[src/rtl/apb_master_bridge.sv]
// -----------------------------------------------------------------------------
// apb_master_bridge
//
// Bridges a simple valid/ready command/response interface onto an APB
// requester port. One transfer is outstanding at a time:
// IDLE -> SETUP -> ACCESS (wait states) -> RESP -> IDLE.
//
// Parameters
//   AW       APB address width
//   DW       APB data width
//   TIMEOUT  maximum number of consecutive ACCESS cycles with pready low
//            before the transfer is abandoned; 0 disables the timeout
//
// Ports
//   pclk, preset                 clock (rising edge) and synchronous active-high reset
//   cmd_valid/cmd_ready          command handshake (cmd_ready only in IDLE)
//   cmd_write/cmd_addr/cmd_wdata command payload, captured on acceptance
//   rsp_valid/rsp_ready          response handshake (rsp_valid only in RESP)
//   rsp_rdata/rsp_slverr/
//   rsp_timeout                  response payload, held until handshake
//   psel/penable/pwrite/
//   paddr/pwdata                 APB requester outputs
//   prdata/pready/pslverr        APB completer inputs
// -----------------------------------------------------------------------------
module apb_master_bridge #(
  parameter int AW      = 6,
  parameter int DW      = 32,
  parameter int TIMEOUT = 16
) (
  input  logic          pclk,
  input  logic          preset,
  // command side
  input  logic          cmd_valid,
  output logic          cmd_ready,
  input  logic          cmd_write,
  input  logic [AW-1:0] cmd_addr,
  input  logic [DW-1:0] cmd_wdata,
  // response side
  output logic          rsp_valid,
  input  logic          rsp_ready,
  output logic [DW-1:0] rsp_rdata,
  output logic          rsp_slverr,
  output logic          rsp_timeout,
  // APB requester
  output logic          psel,
  output logic          penable,
  output logic          pwrite,
  output logic [AW-1:0] paddr,
  output logic [DW-1:0] pwdata,
  input  logic [DW-1:0] prdata,
  input  logic          pready,
  input  logic          pslverr
);

  localparam logic [1:0] ST_IDLE   = 2'd0;
  localparam logic [1:0] ST_SETUP  = 2'd1;
  localparam logic [1:0] ST_ACCESS = 2'd2;
  localparam logic [1:0] ST_RESP   = 2'd3;

  localparam int CW = (TIMEOUT > 1) ? $clog2(TIMEOUT + 1) : 1;
  localparam bit TO_EN = (TIMEOUT > 0);
  // The counter holds the number of wait cycles already spent, so the
  // current wait cycle is the TIMEOUT-th one when it equals TIMEOUT-1.
  localparam logic [CW-1:0] WAIT_LAST = (TIMEOUT > 0) ? CW'(TIMEOUT - 1) : '0;

  logic [1:0]    state_q,       state_d;
  logic [CW-1:0] wait_cnt_q,    wait_cnt_d;
  logic          pwrite_q,      pwrite_d;
  logic [AW-1:0] paddr_q,       paddr_d;
  logic [DW-1:0] pwdata_q,      pwdata_d;
  logic [DW-1:0] rsp_rdata_q,   rsp_rdata_d;
  logic          rsp_slverr_q,  rsp_slverr_d;
  logic          rsp_timeout_q, rsp_timeout_d;

  always_comb begin
    state_d       = state_q;
    wait_cnt_d    = wait_cnt_q;
    pwrite_d      = pwrite_q;
    paddr_d       = paddr_q;
    pwdata_d      = pwdata_q;
    rsp_rdata_d   = rsp_rdata_q;
    rsp_slverr_d  = rsp_slverr_q;
    rsp_timeout_d = rsp_timeout_q;

    case (state_q)
      ST_IDLE: begin
        // cmd_ready is high throughout IDLE, so cmd_valid alone accepts.
        if (cmd_valid) begin
          state_d    = ST_SETUP;
          pwrite_d   = cmd_write;
          paddr_d    = cmd_addr;
          pwdata_d   = cmd_wdata;
          wait_cnt_d = '0;
        end
      end

      ST_SETUP: begin
        state_d = ST_ACCESS;
      end

      ST_ACCESS: begin
        // pready wins over an expiring timeout in the same cycle.
        if (pready) begin
          state_d       = ST_RESP;
          rsp_rdata_d   = pwrite_q ? '0 : prdata;
          rsp_slverr_d  = pslverr;
          rsp_timeout_d = 1'b0;
        end else if (TO_EN && (wait_cnt_q == WAIT_LAST)) begin
          state_d       = ST_RESP;
          rsp_rdata_d   = '0;
          rsp_slverr_d  = 1'b1;
          rsp_timeout_d = 1'b1;
        end else begin
          wait_cnt_d = wait_cnt_q + CW'(1);
        end
      end

      ST_RESP: begin
        if (rsp_ready) begin
          state_d = ST_IDLE;
        end
      end

      default: begin
        state_d = ST_IDLE;
      end
    endcase
  end

  always_ff @(posedge pclk) begin
    if (preset) begin
      state_q       <= ST_IDLE;
      wait_cnt_q    <= '0;
      pwrite_q      <= 1'b0;
      paddr_q       <= '0;
      pwdata_q      <= '0;
      rsp_rdata_q   <= '0;
      rsp_slverr_q  <= 1'b0;
      rsp_timeout_q <= 1'b0;
    end else begin
      state_q       <= state_d;
      wait_cnt_q    <= wait_cnt_d;
      pwrite_q      <= pwrite_d;
      paddr_q       <= paddr_d;
      pwdata_q      <= pwdata_d;
      rsp_rdata_q   <= rsp_rdata_d;
      rsp_slverr_q  <= rsp_slverr_d;
      rsp_timeout_q <= rsp_timeout_d;
    end
  end

  // All handshake and APB strobes decode from the state register only.
  assign cmd_ready   = (state_q == ST_IDLE);
  assign rsp_valid   = (state_q == ST_RESP);
  assign psel        = (state_q == ST_SETUP) || (state_q == ST_ACCESS);
  assign penable     = (state_q == ST_ACCESS);
  assign pwrite      = pwrite_q;
  assign paddr       = paddr_q;
  assign pwdata      = pwdata_q;
  assign rsp_rdata   = rsp_rdata_q;
  assign rsp_slverr  = rsp_slverr_q;
  assign rsp_timeout = rsp_timeout_q;

endmodule

[config.mk]
export PLATFORM = sky130hd
export DESIGN_NAME = apb_master_bridge
export DESIGN_NICKNAME = d
export VERILOG_FILES = /design/src/rtl/apb_master_bridge.sv
export SDC_FILE = /design/constraint.sdc
export NUM_CORES = 1
export LEC_CHECK = 0
export ABC_AREA = 1
export ABC_CLOCK_PERIOD_IN_PS = 1500
export CORE_MARGIN = 8
export CORE_UTILIZATION = 36
export CTS_BUF_LIST = sky130_fd_sc_hd__clkbuf_16
export DETAILED_ROUTE_END_ITERATION = 8
export GPL_TIMING_DRIVEN = 1
export PLACE_DENSITY = 0.86
export SLEW_MARGIN = 20
export SYNTH_ARGS = -nofsm -noshare
export SYNTH_HDL_FRONTEND = slang
export SYNTH_SLANG_ARGS = --single-unit
[constraint.sdc]
create_clock -name pclk -period 1.5 [get_ports pclk]
set_input_delay 0.15 -clock pclk [delete_from_list [all_inputs] [get_ports pclk]]
set_output_delay 0.15 -clock pclk [all_outputs]
set_load 0.1 [all_outputs]
---- Yosys cells after proc, flatten, opt, wreduce, memory -nomap -nowiden ----
Cells that the tools add are included.
storage, ports and cells
  register bits ........................... 80
  input bits .............................. 77
  output and inout port bits .............. 77
  logic and storage cells ................. 41
operators by class
  add/sub/neg operators ................... 1
  equal/unequal tests ..................... 9
  mux-type cells .......................... 15
  reduce and logical (&&, ||, !) cells .... 8
operators by type and width
  kind                                                                      count
  32-bit 2-to-1 mux                                                         3
  5-bit 2-to-1 mux                                                          3
  5-bit case mux with 2 select lines                                        1
  2-bit 2-to-1 mux                                                          4
  2-bit case mux with 4 select lines                                        1
  2-bit inequality test (second input constant)                             3
  5-bit by 1-bit adder with 5-bit output (second input constant)            1
  5-bit by 4-bit equality test with 1-bit output (second input constant)    1
  2-bit equality test (second input constant)                               2
  2-bit AND reduction                                                       2
  4-bit AND reduction                                                       1
  2-bit nonzero test                                                        2
  1-bit 2-to-1 mux                                                          3
  3-bit by 1-bit inequality test with 1-bit output (second input constant)  1
  3-bit AND reduction                                                       1
  2-bit by 1-bit equality test with 1-bit output (second input constant)    1
  2-bit zero test                                                           1
  2-bit by 1-bit inequality test with 1-bit output (second input constant)  1
  1-bit logical OR                                                          1

---- Depth between registers and ports, before layout ----
  word-level depth ........................ 4
  gate-level depth with buffers ........... 12
  depth with buffers taken out ............ 11

---- Worst setup path after synthesis ----
No wires, ideal clock.
  path kind ............................... register to register
  start point ............................. register state_q[0]
  end point ............................... register pwdata_q[10], in the netlist pwdata[10]
  setup time .............................. 0.065 ns
  data arrival time ....................... 1.983 ns
  required time ........................... 1.435 ns
  path slack .............................. -0.548 ns
  stages on the path, launching flop included .. 9
  path buffers ............................ 2
  clock period less this slack ............ 2.048 ns
  path through ............................ dfxtp_1 -> inv_1 -> ha_1 -> nand2_2 -> inv_2 -> buf_4 -> buf_6 -> nor2_1 -> nor2_1
on the way
  longest elaborated chain between the ends .. 2
ends and longest elaborated chain
  element                        line  text
  start: declaration             66    logic [1:0] state_q, state_d;
  start signal: assignment       141   state_q <= state_d;
  2-bit zero test                n/a
  via cmd_ready                  34    output logic cmd_ready,
  2-bit AND reduction (no line)  n/a
  end signal: assignment         145   pwdata_q <= pwdata_d;
  end: declaration               70    logic [DW-1:0] pwdata_q, pwdata_d;
The timed path passes the listed nets, and every way through them passes these cells.
A chain may end at the register's enable or synchronous reset.

---- Worst setup path after layout ----
  start point ............................. register wait_cnt_q[1]
  end point ............................... register rsp_rdata_q[2], in the netlist rsp_rdata[2]
on the way
  longest elaborated chain between the ends .. 3
ends and longest elaborated chain
  element                                         line  text
  start: declaration                              67    logic [CW-1:0] wait_cnt_q, wait_cnt_d;
  start signal: assignment                        142   wait_cnt_q <= wait_cnt_d;
  5-bit by 4-bit equality test with 1-bit output  108   end else if (TO_EN && (wait_cnt_q == WAIT_LAST)) begin
  2-bit nonzero test (no line)                    n/a
  2-bit AND reduction (no line)                   n/a
  end signal: assignment                          146   rsp_rdata_q <= rsp_rdata_d;
  end: declaration                                71    logic [DW-1:0] rsp_rdata_q, rsp_rdata_d;
No other way between the ends.

==> metrics.txt <==
# TYPE chip_impl_metric gauge
chip_impl_info{name="final_cell_mix",value="sky130_fd_sc_hd__nor2_1 (90), sky130_fd_sc_hd__buf_12 (82), sky130_fd_sc_hd__clkdlybuf4s50_1 (76), sky130_fd_sc_hd__dfxtp_1 (76), sky130_fd_sc_hd__o21ai_0 (39)"} 1
chip_impl_metric{name="finish.net_count",unit=""} 638
chip_impl_metric{name="maxClockFrequency",unit="MHz"} 627
chip_impl_metric{name="final_antenna_net_count",unit=""} 0
chip_impl_metric{name="fraction_of_final_layout_cells_sized_beyond_drive_strength_1",unit="%"} 30.7
chip_impl_metric{name="finish.instance_area",unit="um^2"} 6230
chip_impl_metric{name="vias_in_the_first_global_route",unit=""} 3569
chip_impl_metric{name="diodes",unit=""} 0
chip_impl_metric{name="detailed_place_hpwl",unit="um"} 8030
chip_impl_metric{name="finalWorstPathRequiredPeriod",unit="ns"} 1.59
chip_impl_metric{name="syn_avg_cell_area",unit="um^2"} 7.85
chip_impl_metric{name="cts_inserted_buffers",unit=""} 9
chip_impl_metric{name="synth_area",unit="um^2"} 3130
chip_impl_metric{name="postRouteWirelength",unit="um"} 12100
chip_impl_metric{name="placement.cell_area",unit="um^2"} 5570
chip_impl_metric{name="antenna_found_initial",unit=""} 0
chip_impl_metric{name="gp_congestion",unit=""} 0.818
chip_impl_metric{name="largest_net_degree_at_the_start_of_global_routing",unit=""} 59
chip_impl_metric{name="worstPathArrival",unit="ns"} 1.83
chip_impl_metric{name="grt_first_pass_wirelength",unit="um"} 17400
chip_impl_metric{name="timing.max_slew.rel_slack",unit="%"} 77.5
chip_impl_metric{name="synth_cell_type_count",unit=""} 23
chip_impl_metric{name="path_clk_slew",unit="ns"} 0.06
chip_impl_metric{name="first_pass_iters",unit=""} 4
chip_impl_metric{name="area_growth",unit="%"} 98.9
chip_impl_metric{name="worst-slew-pin-transition",unit="ns"} 0.337
chip_impl_metric{name="synth.yosys.seq_area_share",unit="%"} 51.1
chip_impl_metric{name="cts.hold.buffers_added",unit=""} 0
chip_impl_info{name="endpoint_kind",value="flip-flop"} 1
chip_impl_metric{name="slew_violations",unit=""} 0
chip_impl_metric{name="detailedRoute.firstIterationViolations",unit=""} 183
chip_impl_metric{name="cell_row_count",unit=""} 34
chip_impl_metric{name="critical_path_peak_fanout",unit=""} 6
chip_impl_metric{name="hold_ws",unit="ns"} 0.405
chip_impl_metric{name="final.period_utilization",unit="%"} 106
chip_impl_info{name="cts_tree",value="done"} 1
chip_impl_metric{name="hold_viol_final",unit=""} 0
chip_impl_metric{name="clk_latency",unit="ns"} 0.33
chip_impl_metric{name="detail_route.vias_per_cell",unit=""} 5.16
chip_impl_metric{name="cts_buffer_depth",unit=""} 2
chip_impl_metric{name="vias",unit=""} 3451
chip_impl_metric{name="routedWlPerCell",unit="um"} 18.1
chip_impl_info{name="setup_repair_after_global_routing_missed_its_margin",value="true"} 1
chip_impl_metric{name="grt_util_all_layers",unit="%"} 18.4
chip_impl_metric{name="die_w",unit="um"} 109
chip_impl_metric{name="htree_num_levels",unit=""} 3
chip_impl_metric{name="core_area",unit="um^2"} 8590
chip_impl_info{name="hp-class",value="primary input to flip-flop"} 1
chip_impl_metric{name="critical_path_required",unit="ns"} 1.74
chip_impl_info{name="outcome",value="finished, violations left"} 1
chip_impl_metric{name="die-area",unit="um^2"} 11900
chip_impl_metric{name="ys_ff_latch",unit=""} 80
chip_impl_info{name="failed_checks",value="setup timing"} 1
chip_impl_metric{name="synthesis.nets",unit=""} 481
chip_impl_metric{name="io-pin-count",unit=""} 154
chip_impl_metric{name="netlist_instances",unit=""} 399
chip_impl_metric{name="fillerInstances",unit=""} 578
chip_impl_metric{name="drc_errors",unit=""} 0
chip_impl_metric{name="buffer_ports.inserted",unit=""} 153
chip_impl_metric{name="die_height",unit="um"} 109
chip_impl_metric{name="grt_overflow_total",unit=""} 0
chip_impl_metric{name="start_util",unit="%"} 36.4
chip_impl_metric{name="sinks_on_clock_net",unit=""} 80
chip_impl_info{name="most_common_cell_after_layout_fill_and_taps_aside",value="sky130_fd_sc_hd__nor2_1"} 1
chip_impl_metric{name="fin_skew",unit="ns"} 0.0107
chip_impl_metric{name="vdd_drop_max",unit="V"} 0.00120
chip_impl_info{name="clockRootBuffer",value="sky130_fd_sc_hd__clkbuf_16"} 1
chip_impl_metric{name="maxCapViolations",unit=""} 0
chip_impl_metric{name="synth_warnings",unit=""} 0
chip_impl_metric{name="setup-violations-final",unit=""} 34
chip_impl_metric{name="pwr_density_cell",unit="nW/um^2"} 2150
chip_impl_info{name="timing.setup.critical_path_class",value="flip-flop to flip-flop"} 1
chip_impl_metric{name="setup_slack",unit="ns"} -0.0949
chip_impl_info{name="critical_path.startpoint_type",value="flip-flop"} 1
chip_impl_metric{name="leakage",unit="nW"} 2.45
-- Yosys cell counts --
| cell | instances | area share, % |
|---|---|---|
| sky130_fd_sc_hd__inv_4 | 1 | 0.20 |
| sky130_fd_sc_hd__clkbuf_1 | 9 | 1.1 |
| sky130_fd_sc_hd__buf_4 | 4 | 0.96 |
| sky130_fd_sc_hd__nand2_4 | 2 | 0.72 |
| sky130_fd_sc_hd__buf_2 | 11 | 1.8 |
| sky130_fd_sc_hd__clkbuf_2 | 1 | 0.16 |
| sky130_fd_sc_hd__inv_2 | 2 | 0.24 |
| sky130_fd_sc_hd__buf_6 | 4 | 1.4 |
| sky130_fd_sc_hd__nor2_1 | 93 | 11 |
| sky130_fd_sc_hd__nand3_1 | 15 | 2.4 |
| sky130_fd_sc_hd__nand4_1 | 20 | 4.0 |
| sky130_fd_sc_hd__inv_1 | 13 | 1.6 |
| sky130_fd_sc_hd__buf_1 | 2 | 0.24 |
| sky130_fd_sc_hd__o21ai_1 | 4 | 0.64 |
| sky130_fd_sc_hd__a21oi_2 | 2 | 0.56 |
| sky130_fd_sc_hd__a21oi_1 | 36 | 5.8 |
| sky130_fd_sc_hd__ha_1 | 5 | 2.0 |
| sky130_fd_sc_hd__nand3_2 | 1 | 0.32 |
| sky130_fd_sc_hd__o21ai_0 | 52 | 8.3 |
| sky130_fd_sc_hd__nand2_1 | 38 | 4.6 |
| sky130_fd_sc_hd__nand3b_1 | 1 | 0.24 |
| sky130_fd_sc_hd__dfxtp_1 | 80 | 51 |
| sky130_fd_sc_hd__nand2_2 | 3 | 0.60 |
-- final timing paths --
kind / start / end / slack, ns / cells after the start
hold / removal: prdata[6] / rsp_rdata[6] / 0.41 / 3
setup / recovery: wait_cnt_q[1] / rsp_rdata[2] / -0.09 / 9
setup reg to reg: wait_cnt_q[1] / rsp_rdata[2] / -0.09 / 9
hold reg to reg: rsp_rdata[14] / rsp_rdata[14] / 0.50 / 2
-- layout make-up --
cell class | count | area, um^2 | area share, %
timing repair buffer | 177 | 2590 | 41.6
tap | 108 | 135 | 2.17
clock buffer | 9 | 225 | 3.62
inverter | 16 | 67.6 | 1.08
multi-input combinational | 272 | 1540 | 24.7
clock inverter | 7 | 63.8 | 1.02
sequential | 80 | 1610 | 25.8
-- metal layers --
| metal | vias to the layer above | track usage [%] | routed length (um) |
|---|---|---|---|
| li1 | 1637 | - | - |
| met1 | 1623 | 17.8 | 4170 |
| met2 | 149 | 33.9 | 6540 |
| met3 | 42 | 7.27 | 965 |
| met4 | 0 | 8.29 | 435 |
| met5 | - | 0 | 0 |
-- state kept, by name (all words and copies together), names as in the netlist --
name         cells
paddr            6
state_q          2
rsp_rdata       32
pwrite           1
wait_cnt_q       5
pwdata          32
rsp_slverr       1
rsp_timeout      1
-- through the flow --
step                total power [mW]  setup slack, ns  utilization [%]  setup TNS (ns)  std cells
finish                          13.4          -0.0949             72.5           -1.63        669
global route                    13.9           -0.126             72.5           -3.49        669
CTS                             13.0          -0.0308             69.5          -0.656        663
detailed placement              10.8           -0.136             64.8           -4.05        640
global placement                10.6         -0.00301             64.8        -0.00923        640
floorplan                       7.92          0.00835                -               0        399
-- cells by family after synthesis --
kind of cell	synth area share (%)
and+or+nand+nor	24.0
AOI/OAI and AO/OA	15.3
DFF	51.1
buffers and inverters	7.63
adders and majority gates	2.00
-- critical path, cell delays in order, from the launching register on --
cell	delay [ns]
sky130_fd_sc_hd__dfxtp_4	0.37
sky130_fd_sc_hd__ha_4	0.16
sky130_fd_sc_hd__nand2_4	0.06
sky130_fd_sc_hd__nor2_4	0.13
sky130_fd_sc_hd__ha_4	0.17
sky130_fd_sc_hd__nand2_4	0.08
sky130_fd_sc_hd__nand2_8	0.14
sky130_fd_sc_hd__buf_4	0.13
sky130_fd_sc_hd__o21ai_0	0.07
sky130_fd_sc_hd__a21oi_1	0.19
-- timing repair --
item | 4_1_cts | 5_1_grt
resized for setup | 12 | 60
cloned | 1 | 3
pin swaps | 3 | 9
endpoints found under the setup margin | 40 | 42
buffers inserted | 6 | 5
-- power by group --
group          total (mW)  internal, mW  switching (mW)
Clock                2.11          1.27           0.839
Sequential           3.12          2.61           0.512
Combinational        8.17          2.92            5.25
Total                13.4          6.80            6.60
Power figures use the tool's default switching activity.
==> patch 1: new RTL, config.mk and constraints unchanged <==
Change the parameter `DW` from 32 to 48.
--- a/src/rtl/apb_master_bridge.sv
+++ b/src/rtl/apb_master_bridge.sv
@@ -24,7 +24,7 @@
 // -----------------------------------------------------------------------------
 module apb_master_bridge #(
   parameter int AW      = 6,
-  parameter int DW      = 32,
+  parameter int DW      = 48,
   parameter int TIMEOUT = 16
 ) (
   input  logic          pclk,
Ports: changed (resized cmd_wdata, prdata, pwdata and rsp_rdata); port bits go from 154 to 218. No check against the original RTL was run, so the function may have changed too.
==> patch 1 against the original RTL <==
- largest power group unchanged
- global-route usage rose by 0.17 points
- fmax rose by 5.1%
- count of clock-buffer cells in the layout unchanged
- sequential share of layout area is 1.1 points higher
- synthesized area is 36% higher
- total power is 30% higher
- worst setup slack better by 0.077 ns
- utilization increased by 0.37 points
- design area grew 34%
- sequential cell count rose by 32
- routed wire length is 31% higher
- the run still ends with setup timing left
- via count increased by 33%
==> patch 1: results (changes against the original RTL) <==
Run status
  • Status: finished with violations (unchanged)
  • Failing checks: setup timing (unchanged)

Logic synthesis
  • Synth Area in Adders: 1.47% (was 2.00%)
  • Yosys cell types: 19 (was 23)
  • Syn nets: 655 (was 481)
  • Area contributors post-synth: dfxtp_1 53%, nor2_1 11%, o21ai_0 7.2%, a21oi_1 6.3%, nand2_1 4.2% (was dfxtp_1 51%, nor2_1 11%, o21ai_0 8.3%, a21oi_1 5.8%, nand2_1 4.6%)
  • Most frequent cells after synthesis: 126 x nor2_1, 112 x dfxtp_1, 61 x o21ai_0, 53 x a21oi_1, 48 x nand2_1 (was 93 x nor2_1, 80 x dfxtp_1, 52 x o21ai_0, 38 x nand2_1, 36 x a21oi_1)
  • Complex-gate fraction of the synthesized area: 15.9% (was 15.3%)

Layout
  • Fraction of layout cells with a size suffix above 1: 26.9% (was 30.7%)
  • Signal buf overhead: 44.1% (was 41.6%)
  • Clock-cell share: 3.26% (was 4.64%)
  • Fill cell count: 774 (was 578)
  • Multi-In Gates: 368 (was 272)

Placed design
  • Post-DP HPWL: 11.3 mm (was 8.03 mm)
  • Routability Congestion: 0.835 (was 0.818)
  • Pre-CTS setup slack: -0.0350 ns (was -0.136 ns)
  • I/O Buffers: 217 (was 153)
  • Inst Count DP: 876 (was 640)

Global route
  • Met1 usage: 19.9% (was 17.8%)
  • GRT Resource Usage Total: 18.6% (was 18.4%)

Power and ir drop
  • Peak VDD IR: 1610 uV (was 1200 uV)
  • Comb power frac: 62.3% (was 61.0%)
  • Combinational logic power: 10.8 mW (was 8.17 mW)
  • Leak pwr: 3.28 nW (was 2.45 nW)

STA
  • Hold_ws: 0.226 ns (was 0.405 ns)
  • Final setup viols: 14 (was 34)
  • Setup WS post-layout: -0.0181 ns (was -0.0949 ns)

Worst setup path
  • Critical-path maximum fanout: 7 (was 6)

Route
  • Routed WL per cell: 17.5 um (was 18.1 um)
  • Initial DRT Pass Iterations: 5 (was 4)
==> patch 1: cell count changes in the layout (fill, tap and decap cells not counted), moves of 9 or more <==
cell	before	now
dfxtp_1	76	107
o21ai_2	11	0
nor2_1	90	124
o21ai_0	39	59
o21ai_1	4	21
a21oi_1	25	49
nand2_2	6	17
nand3_1	14	23
clkdlybuf4s50_1	76	107
buf_12	82	115
==> patch 1: timing repair <==
item                                    CTS  global route
pin swaps                                 1             7
endpoints found under the setup margin   41            59
buffers inserted                          2             7
gates resized for setup                   4            47
gates cloned                              0             5
==> patch 1: path summary, 6_finish.rpt <==
kind                                       to     startpoint  cells past startpoint
worst max register to register  rsp_rdata[17]  wait_cnt_q[0]                     10
worst min register to register  wait_cnt_q[4]  wait_cnt_q[4]                      2
worst min-delay path            wait_cnt_q[1]         pready                      4
worst max-delay path            rsp_rdata[17]  wait_cnt_q[0]                     10
==> patch 1: cells by family after synthesis <==
family	count (synthesis)
simple gates	229
flops	112
compound gates	134
fa+ha+maj	5
buf+inv	61
==> patch 2: new RTL, same settings <==
Without the edit above. Take the reset off `rsp_rdata_q` and load it in a clocked block of its own.
--- a/src/rtl/apb_master_bridge.sv
+++ b/src/rtl/apb_master_bridge.sv
@@ -134,7 +134,6 @@
       pwrite_q      <= 1'b0;
       paddr_q       <= '0;
       pwdata_q      <= '0;
-      rsp_rdata_q   <= '0;
       rsp_slverr_q  <= 1'b0;
       rsp_timeout_q <= 1'b0;
     end else begin
@@ -143,10 +142,13 @@
       pwrite_q      <= pwrite_d;
       paddr_q       <= paddr_d;
       pwdata_q      <= pwdata_d;
-      rsp_rdata_q   <= rsp_rdata_d;
       rsp_slverr_q  <= rsp_slverr_d;
       rsp_timeout_q <= rsp_timeout_d;
     end
+  end
+
+  always_ff @(posedge pclk) begin
+    rsp_rdata_q <= rsp_rdata_d;
   end
 
   // All handshake and APB strobes decode from the state register only.
Check against the original RTL: differs if preset is asserted again (counterexample within 4 cycles, from zero or initial values and one cycle with preset high); with preset held inactive, the same outputs for 10 cycles.
==> patch 2 against the original RTL <==
- the flow still finishes with violations (setup timing)
- design area up 0.22%
- worst setup slack better by 0.067 ns
- via count down 17%
- total power down 1.3%
- routed wire length down 20%
- global-route usage down 2.2 points
- sequential share of layout area up 5.0 points
- synthesized area down 1.2%
- sequential cell count unchanged
- critical path depth up 1
- critical endpoint is now wait_cnt_q[2]
- largest cell class unchanged
==> patch 2: results (changes against the original RTL) <==
Run status
  • Status: finished with violations (unchanged)
  • Failing checks: setup timing (unchanged)

Global route
  • First-pass GRT wire length: 14.9 mm (was 17.4 mm)
  • Vias in the first global route: 3,039 (was 3,569)
  • Largest net degree at the start of global routing: 47 (was 59)

Logic synthesis
  • Seq/Total Area, Yosys: 62.1% (was 51.1%)
  • Post-synth EDFFs: 32 (was 0)
  • Cells after Synth: 354 (was 399)
  • Area contributors post-synth: dfxtp_1 31%, edfxtp_1 31%, nor2_1 15%, o21ai_0 6.8%, inv_1 5.8% (was dfxtp_1 51%, nor2_1 11%, o21ai_0 8.3%, a21oi_1 5.8%, nand2_1 4.6%)
  • Synth Area in Adders: 2.02% (was 2.00%)

Route
  • Vias: 2,878 (was 3,451)
  • Initial DRT Pass Iterations: 6 (was 4)
  • Routed WL per cell: 15.2 um (was 18.1 um)

Worst setup path
  • Critical-path maximum fanout: 5 (was 6)
  • Largest stage delay, worst path: 0.34 ns (was 0.37 ns)
  • Critical path launch point: wait_cnt_q[0] (was wait_cnt_q[1])
  • Reg2reg path depth: 10 (was 9)
  • Crit path DAT: 1.78 ns (was 1.83 ns)
  • CP max stage cell: dfxtp_2 (was dfxtp_4)

Placed design
  • Routability Congestion: 0.817 (was 0.818)
  • Post-DP HPWL: 7.44 mm (was 8.03 mm)
  • Inst Count DP: 610 (was 640)

Power and ir drop
  • NetSw: 6.10 mW (was 6.60 mW)
  • Peak VDD IR: 1300 uV (was 1200 uV)
  • Leak pwr: 2.67 nW (was 2.45 nW)
  • Combinational logic power: 7.47 mW (was 8.17 mW)
  • P_clk: 2.44 mW (was 2.11 mW)

Worst hold path
  • Hold_sp: cmd_write (was prdata[6])

Layout
  • Fill cell count: 556 (was 578)
  • Clock-cell share: 5.39% (was 4.64%)
  • Non-Clock Buffer Count: 176 (was 177)
  • Signal buf overhead: 41.5% (was 41.6%)
  • Non-clock inverter count: 50 (was 16)

STA
  • Hold_ws: 0.447 ns (was 0.405 ns)
  • Slew @ Worst Pin: 0.256 ns (was 0.337 ns)
  • Final setup viols: 10 (was 34)
  • Setup WS post-layout: -0.0277 ns (was -0.0949 ns)
[patch 2: what timing repair did]
action | 4_1_cts | 5_1_grt
gates cloned | 2 | 0
pin swaps | 9 | 6
resized for setup | 13 | 6
setup buffers | 11 | 3
endpoints found under the setup margin | 41 | 66
[patch 2: logic make-up after synthesis]
logic type,Yosys count
flops,80
simple gates,157
buf+inv,65
compound gates,47
fa+ha+maj,5
[patch 2: layer usage]
| metal | vias up | GRT usage, % | wire length (um) |
|---|---|---|---|
| met1 | 1297 | 16.4 | 3540 |
| li1 | 1445 | - | - |
| met5 | - | 0 | 0 |
| met4 | 0 | 4.99 | 70 |
| met3 | 7 | 7.80 | 1170 |
| met2 | 129 | 29.1 | 4940 |
[patch 2: through the flow]
stage                     setup slack (ns)  instance area (sq um)
after floorplan                    -0.0349                   3170
after global placement             -0.0409                   5650
after detailed placement            -0.247                   5650
after CTS                          -0.0496                   6200
after global routing               -0.0597                   6240
final                              -0.0277                   6240
